--- config.mk ---
export PLATFORM = sky130hd
export DESIGN_NAME = adder_sat_pipe
export DESIGN_NICKNAME = d
export VERILOG_FILES = /design/src/rtl/adder_sat_pipe.sv
export SDC_FILE = /design/constraint.sdc
export NUM_CORES = 1
export LEC_CHECK = 0
export ABC_AREA = 1
export CELL_PAD_IN_SITES_DETAIL_PLACEMENT = 0
export CELL_PAD_IN_SITES_GLOBAL_PLACEMENT = 1
export CORE_MARGIN = 2
export CORE_UTILIZATION = 36
export DETAILED_ROUTE_END_ITERATION = 10
export GPL_ROUTABILITY_DRIVEN = 0
export PLACE_DENSITY = 0.74
export SLEW_MARGIN = 20
export SYNTH_ARGS = -nofsm -noshare
export SYNTH_HDL_FRONTEND = slang
export SYNTH_SLANG_ARGS = --single-unit
--- constraint.sdc ---
create_clock -name clk -period 3.9 [get_ports clk]
set_input_delay 0.585 -clock clk [delete_from_list [all_inputs] [get_ports clk]]
set_output_delay 0.585 -clock clk [all_outputs]
set_load 0.02 [all_outputs]
--- src/rtl/adder_sat_pipe.sv ---
// adder_sat_pipe: pipelined N_IN-channel signed adder tree with an optional
// running accumulate and output saturation.
// Optional feature macro: ADDER_SAT_PIPE_SAT_EN. When it is defined, the
// final result is clipped to the WIDTH-bit signed range and out_sat is live.
// When it is undefined, the result wraps in two's complement and out_sat is 0.
// The accumulator is out_data itself, so reset also clears the running sum.
module adder_sat_pipe #(
  parameter int WIDTH = 32,
  parameter int N_IN  = 4
) (
  input  logic                  clk,
  input  logic                  rst,
  input  logic [N_IN*WIDTH-1:0] in_data,
  input  logic                  in_valid,
  input  logic                  acc_en,
  input  logic                  acc_clr,
  output logic [WIDTH-1:0]      out_data,
  output logic                  out_valid,
  output logic                  out_sat
);

  localparam int L = $clog2(N_IN);
  localparam int RW = WIDTH + L + 1;

  // Bit offset of tree stage s inside the flat tree register. Stage s holds
  // N_IN>>s nodes, each WIDTH+s bits wide, packed one after another.
  function automatic int stageOffset(input int s);
    int off;
    off = 0;
    for (int t = 1; t < s; t++) begin
      off += (N_IN >> t) * (WIDTH + t);
    end
    return off;
  endfunction

  localparam int TREE_BITS = stageOffset(L + 1);
  localparam int LAST_OFS  = stageOffset(L);

  logic [TREE_BITS-1:0] treeQ;
  logic [TREE_BITS-1:0] treeD;
  logic [L-1:0]         validQ;
  logic [L-1:0]         accEnQ;
  logic [L-1:0]         accClrQ;

  logic [WIDTH-1:0]     outDataQ;
  logic [WIDTH-1:0]     outDataD;
  logic                 outValidQ;
  logic                 outSatQ;
  logic                 outSatD;

  // Adder tree. Each node sign-extends its two operands by one bit before the
  // add, so no stage can overflow. A stage only loads when a beat is entering
  // it; otherwise it holds its previous contents.
  for (genvar s = 1; s <= L; s++) begin : gStage
    localparam int SW       = WIDTH + s;
    localparam int OFS      = stageOffset(s);
    localparam int PREV_OFS = stageOffset(s - 1);

    logic stageLoad;

    if (s == 1) begin : gLoad
      assign stageLoad = in_valid;
    end else begin : gLoad
      assign stageLoad = validQ[s-2];
    end

    for (genvar k = 0; k < (N_IN >> s); k++) begin : gNode
      logic [SW-2:0] opA;
      logic [SW-2:0] opB;

      if (s == 1) begin : gSrc
        assign opA = in_data[(2*k)*WIDTH +: WIDTH];
        assign opB = in_data[(2*k+1)*WIDTH +: WIDTH];
      end else begin : gSrc
        assign opA = treeQ[PREV_OFS + (2*k)*(SW-1) +: SW-1];
        assign opB = treeQ[PREV_OFS + (2*k+1)*(SW-1) +: SW-1];
      end

      assign treeD[OFS + k*SW +: SW] =
        stageLoad ? ({opA[SW-2], opA} + {opB[SW-2], opB})
                  : treeQ[OFS + k*SW +: SW];
    end
  end

  // Tree data and the per-stage valid/accumulate flags; flags shift every cycle.
  always_ff @(posedge clk or posedge rst) begin
    if (rst) begin
      treeQ   <= '0;
      validQ  <= '0;
      accEnQ  <= '0;
      accClrQ <= '0;
    end else begin
      treeQ      <= treeD;
      validQ[0]  <= in_valid;
      accEnQ[0]  <= acc_en;
      accClrQ[0] <= acc_clr;
      for (int i = 1; i < L; i++) begin
        validQ[i]  <= validQ[i-1];
        accEnQ[i]  <= accEnQ[i-1];
        accClrQ[i] <= accClrQ[i-1];
      end
    end
  end

  logic [WIDTH+L-1:0] treeSum;
  logic [RW-1:0]      sumExt;
  logic [RW-1:0]      accExt;
  logic [RW-1:0]      result;
  logic               accumulate;

  assign treeSum = treeQ[LAST_OFS +: WIDTH+L];

  // Final-stage sum: the tree total, optionally plus the registered output.
  // Clear wins over enable so a single beat can restart the accumulation.
  always_comb begin
    sumExt     = {treeSum[WIDTH+L-1], treeSum};
    accExt     = {{(L+1){outDataQ[WIDTH-1]}}, outDataQ};
    accumulate = accEnQ[L-1] && !accClrQ[L-1];
    result     = accumulate ? (sumExt + accExt) : sumExt;
  end

`ifdef ADDER_SAT_PIPE_SAT_EN
  logic overflow;

  // The result fits in WIDTH bits only if every bit from WIDTH-1 upward
  // matches; otherwise clip toward the sign of the full-precision result.
  always_comb begin
    overflow = !((&result[RW-1:WIDTH-1]) || !(|result[RW-1:WIDTH-1]));
    outSatD  = overflow;
    if (overflow) begin
      outDataD = result[RW-1] ? {1'b1, {(WIDTH-1){1'b0}}}
                              : {1'b0, {(WIDTH-1){1'b1}}};
    end else begin
      outDataD = result[WIDTH-1:0];
    end
  end
`else
  logic unusedHighBits;

  // Without saturation the result simply wraps to its low WIDTH bits.
  always_comb begin
    outDataD = result[WIDTH-1:0];
    outSatD  = 1'b0;
  end

  assign unusedHighBits = ^result[RW-1:WIDTH];
`endif

  // Output register: data holds between beats, valid and sat are strobes.
  always_ff @(posedge clk or posedge rst) begin
    if (rst) begin
      outDataQ  <= '0;
      outValidQ <= 1'b0;
      outSatQ   <= 1'b0;
    end else begin
      outValidQ <= validQ[L-1];
      outSatQ   <= validQ[L-1] & outSatD;
      if (validQ[L-1]) begin
        outDataQ <= outDataD;
      end
    end
  end

  assign out_data  = outDataQ;
  assign out_valid = outValidQ;
  assign out_sat   = outSatQ;

endmodule
==> flow_metrics.env <==
export IMPL_irDropWorstVdd_mv=0.330
export IMPL_ctsHoldBuffers=0
export IMPL_drc=0
export IMPL_synthesis_nets=2530
export IMPL_drive_gt1_share_pct=3.12
export IMPL_endpoint_kind="register"
export IMPL_timing_final_crit_period_ps=2600
export IMPL_ant_nets=0
export IMPL_vias=14100
export IMPL_start_kind="register"
export IMPL_synth_simple_area_share_pct=38.8
export IMPL_tightest_slew_ps=1050
export IMPL_clk_latency_ps=430
export IMPL_drtIter0Drc=730
export IMPL_cell_internal_pwr_mw=4.54
export IMPL_power_frac_seq_pct=24.6
export IMPL_combPwrFrac_pct=58.5
export IMPL_fillers=4128
export IMPL_tritoncts="yes"
export IMPL_clkPwrFrac_pct=16.9
export IMPL_placed_cell_area_um2=15900
export IMPL_worstPathRequired_ps=4270
export IMPL_rsz0062_at_grt="no"
export IMPL_path_clk_slew_ps=70
export IMPL_cts_buffers=17
export IMPL_r2r_start="validQ[1]"
export IMPL_htreeDepth=4
export IMPL_synth_seq_cells=135
export IMPL_synth_cell_area_um2=13600
export IMPL_area_growth_pct=20.1
export IMPL_status="finished, final reports clean"
export IMPL_arrival_ps=2970
export IMPL_fin_crit_sh_pct=66.7
export IMPL_ys_seq_area_share_pct=24.8
export IMPL_cts_buffer_depth=2
export IMPL_setup_violations=0
export IMPL_yosys_warnings=0
export IMPL_hold_path_class="register to register"
export IMPL_die_area_um2=39500
export IMPL_root_buffer="clkbuf_16"
export IMPL_max_freq_mhz=385
export IMPL_hold_viol_final=0
export IMPL_grt_overflow=0
export IMPL_synth_top_family_by_area="simple AND/OR/NAND/NOR gates"
export IMPL_final_nets=2687
export IMPL_initial_core_util_pct=36.4
export IMPL_synth_cell_types=34
export IMPL_whs_endpoint="accClrQ[1]"
export IMPL_die_x_um=199
export IMPL_clock_sinks=135
export IMPL_antenna_found_initial=0
export IMPL_synth_xor_area_share_pct=3.47
export IMPL_drt_wirelength_per_cell_um=14.2
export IMPL_max_slew_margin_pct=29.7
export IMPL_timing_rr_end="out_data[27]"
export IMPL_synth_adder_area_share_pct=12.0
export IMPL_hpwlAfterDp_um=35200
export IMPL_p_per_area_nw_per_um2=540
export IMPL_timing_setup_tns_ps=0
export IMPL_synth_compound_area_share_pct=10.7
export IMPL_crit_fanout=33
export IMPL_synthMuxAreaShare_pct=0
export IMPL_avgSynthCellArea_um2=6.01
export IMPL_viasPerCell=4.79
export IMPL_core_area_um2=37500
export IMPL_drt_wl_total_um=41900
export IMPL_grt_pass1_wl_um=69300
export IMPL_critPathKind="register to register"
export IMPL_reg2regPathDepth=5
export IMPL_synth_cells=2269
export IMPL_numPortBuffers=165
export IMPL_first_pass_iters=5
export IMPL_die_y_um=199
export IMPL_grt_max_degree=136
export IMPL_post_cts_buffers=0
export IMPL_switching_share_pct=48.7
export IMPL_power_switching_mw=4.31
export IMPL_io_pin_count=167
export IMPL_first_global_vias=13900
export IMPL_p_leak_nw=8.91
export IMPL_stdcell_area_um2=16400
export IMPL_hold_ws_ps=357
export IMPL_antennaDiodeCount=0
export IMPL_r2r_slack_ps=1300
export IMPL_drv_slew=0
export IMPL_num_rows=71
export IMPL_cts_resized=0
export IMPL_min_from="accClrQ[0]"
export IMPL_gr_usage_all_layers_pct=22.1
export IMPL_drv_cap=0
export IMPL_fin_skew_ps=23.5
export IMPL_holdPathStages=0
synth_stat cells (all sizes together):
master | count | share of area [%]
a21o | 1 | 0.055
a21oi | 127 | 4.7
a31oi | 5 | 0.23
and2 | 3 | 0.14
buf | 13 | 0.48
clkbuf | 21 | 0.58
conb | 1 | 0.027
dfrtp | 135 | 25
fa | 4 | 0.59
ha | 124 | 11
inv | 337 | 9.3
nand2 | 896 | 25
nand3 | 165 | 6.3
nand3b | 9 | 0.50
nand4 | 17 | 0.78
nor2 | 198 | 5.5
nor3 | 9 | 0.37
o211ai | 1 | 0.055
o21a | 2 | 0.11
o21ai | 130 | 4.9
o21bai | 12 | 0.66
or2 | 5 | 0.23
xnor2 | 38 | 2.4
xor2 | 16 | 1.0
worst max path at each step:
stage,startpoint,depth (start not counted),slack (ps),end
after floorplan,rst,1,1640,accClrQ[0]
after global routing,validQ[1],5,1040,out_data[21]
final,validQ[1],5,1300,out_data[27]
after CTS,out_data[0],14,1520,out_data[30]
after detailed placement,in_data[10],8,1100,treeQ[13]
after global placement,in_data[10],8,1080,treeQ[13]
critical path, cell delays in order (launching register included):
cell,delay [ps]
dfrtp_1,740
clkinv_1,1010
buf_4,540
nor2_1,120
nand2_1,60
nand2_1,60
logic make-up (layout without fill, tap and decap cells):
kind of cell,after synthesis,after routing
compound gates,278,278
xor+xnor,54,54
fa+ha+maj,128,128
buf+inv,371,541
flops,135,135
other cells,1,1
simple gates,1302,1302
per-stage QoR:
stage	utilization, %	instances	power (mW)	worst slack [ps]
final	43.7	2950	8.85	1300
after global placement	42.3	2918	7.35	1080
after floorplan	-	2269	5.78	1640
after CTS	43.7	2950	8.93	1520
after global routing	43.7	2950	9.75	1040
after detailed placement	42.3	2918	7.39	1100
area by class of cell:
class / instances / area (um^2) / share of cell area (%)
multi-input cells: 1763 / 8850 / 54.0
flip-flops and latches: 135 / 3380 / 20.6
repair buffers: 172 / 1720 / 10.5
inverters: 337 / 1270 / 7.74
well taps: 511 / 639 / 3.90
clock buffers: 18 / 429 / 2.62
clock inverters: 14 / 103 / 0.626
per-layer routing:
| metal | wire length [um] | share of wire (%) | global-route usage [%] |
|---|---|---|---|
| met2 | 20200 | 48 | 39.7 |
| met1 | 19900 | 47 | 28.4 |
| met3 | 1120 | 2.7 | 1.88 |
| met4 | 726 | 1.7 | 5.78 |
| met5 | 0 | 0 | 0 |
placed cells by master (no fill, tap or decap), types with 5 or more instances in the layout:
cell type and count:
nand2_2 17, clkinvlp_4 5, nor2_1 195, nand2_1 879
or2_2 5, clkbuf_16 17, xnor2_1 38, o21ai_0 108
nand3_2 6, nand3_1 159, buf_4 6, o21bai_1 12
o21ai_1 19, a31oi_1 5, nor3_1 8, xor2_1 16
inv_1 333, clkdlybuf4s50_1 165, dfrtp_1 135, ha_1 124
nand3b_1 9, nand4_1 17, a21oi_1 126
flip-flops by register name (all words and copies together) (netlist names):
| signal | cells |
|---|---|
| treeQ | 96 |
| out_data | 32 |
| accClrQ | 2 |
| accEnQ | 2 |
| validQ | 2 |
| out_valid | 1 |
power groups by stage:
stage / Combinational (mW) / Clock (mW) / Sequential, mW
after floorplan: 3.58 / 0 / 2.20
after global placement: 5.16 / 0 / 2.19
after detailed placement: 5.18 / 0 / 2.20
after CTS: 5.21 / 1.54 / 2.18
after global routing: 5.92 / 1.60 / 2.23
final: 5.18 / 1.49 / 2.18
No activity file was read; power rests on OpenSTA's default activity.
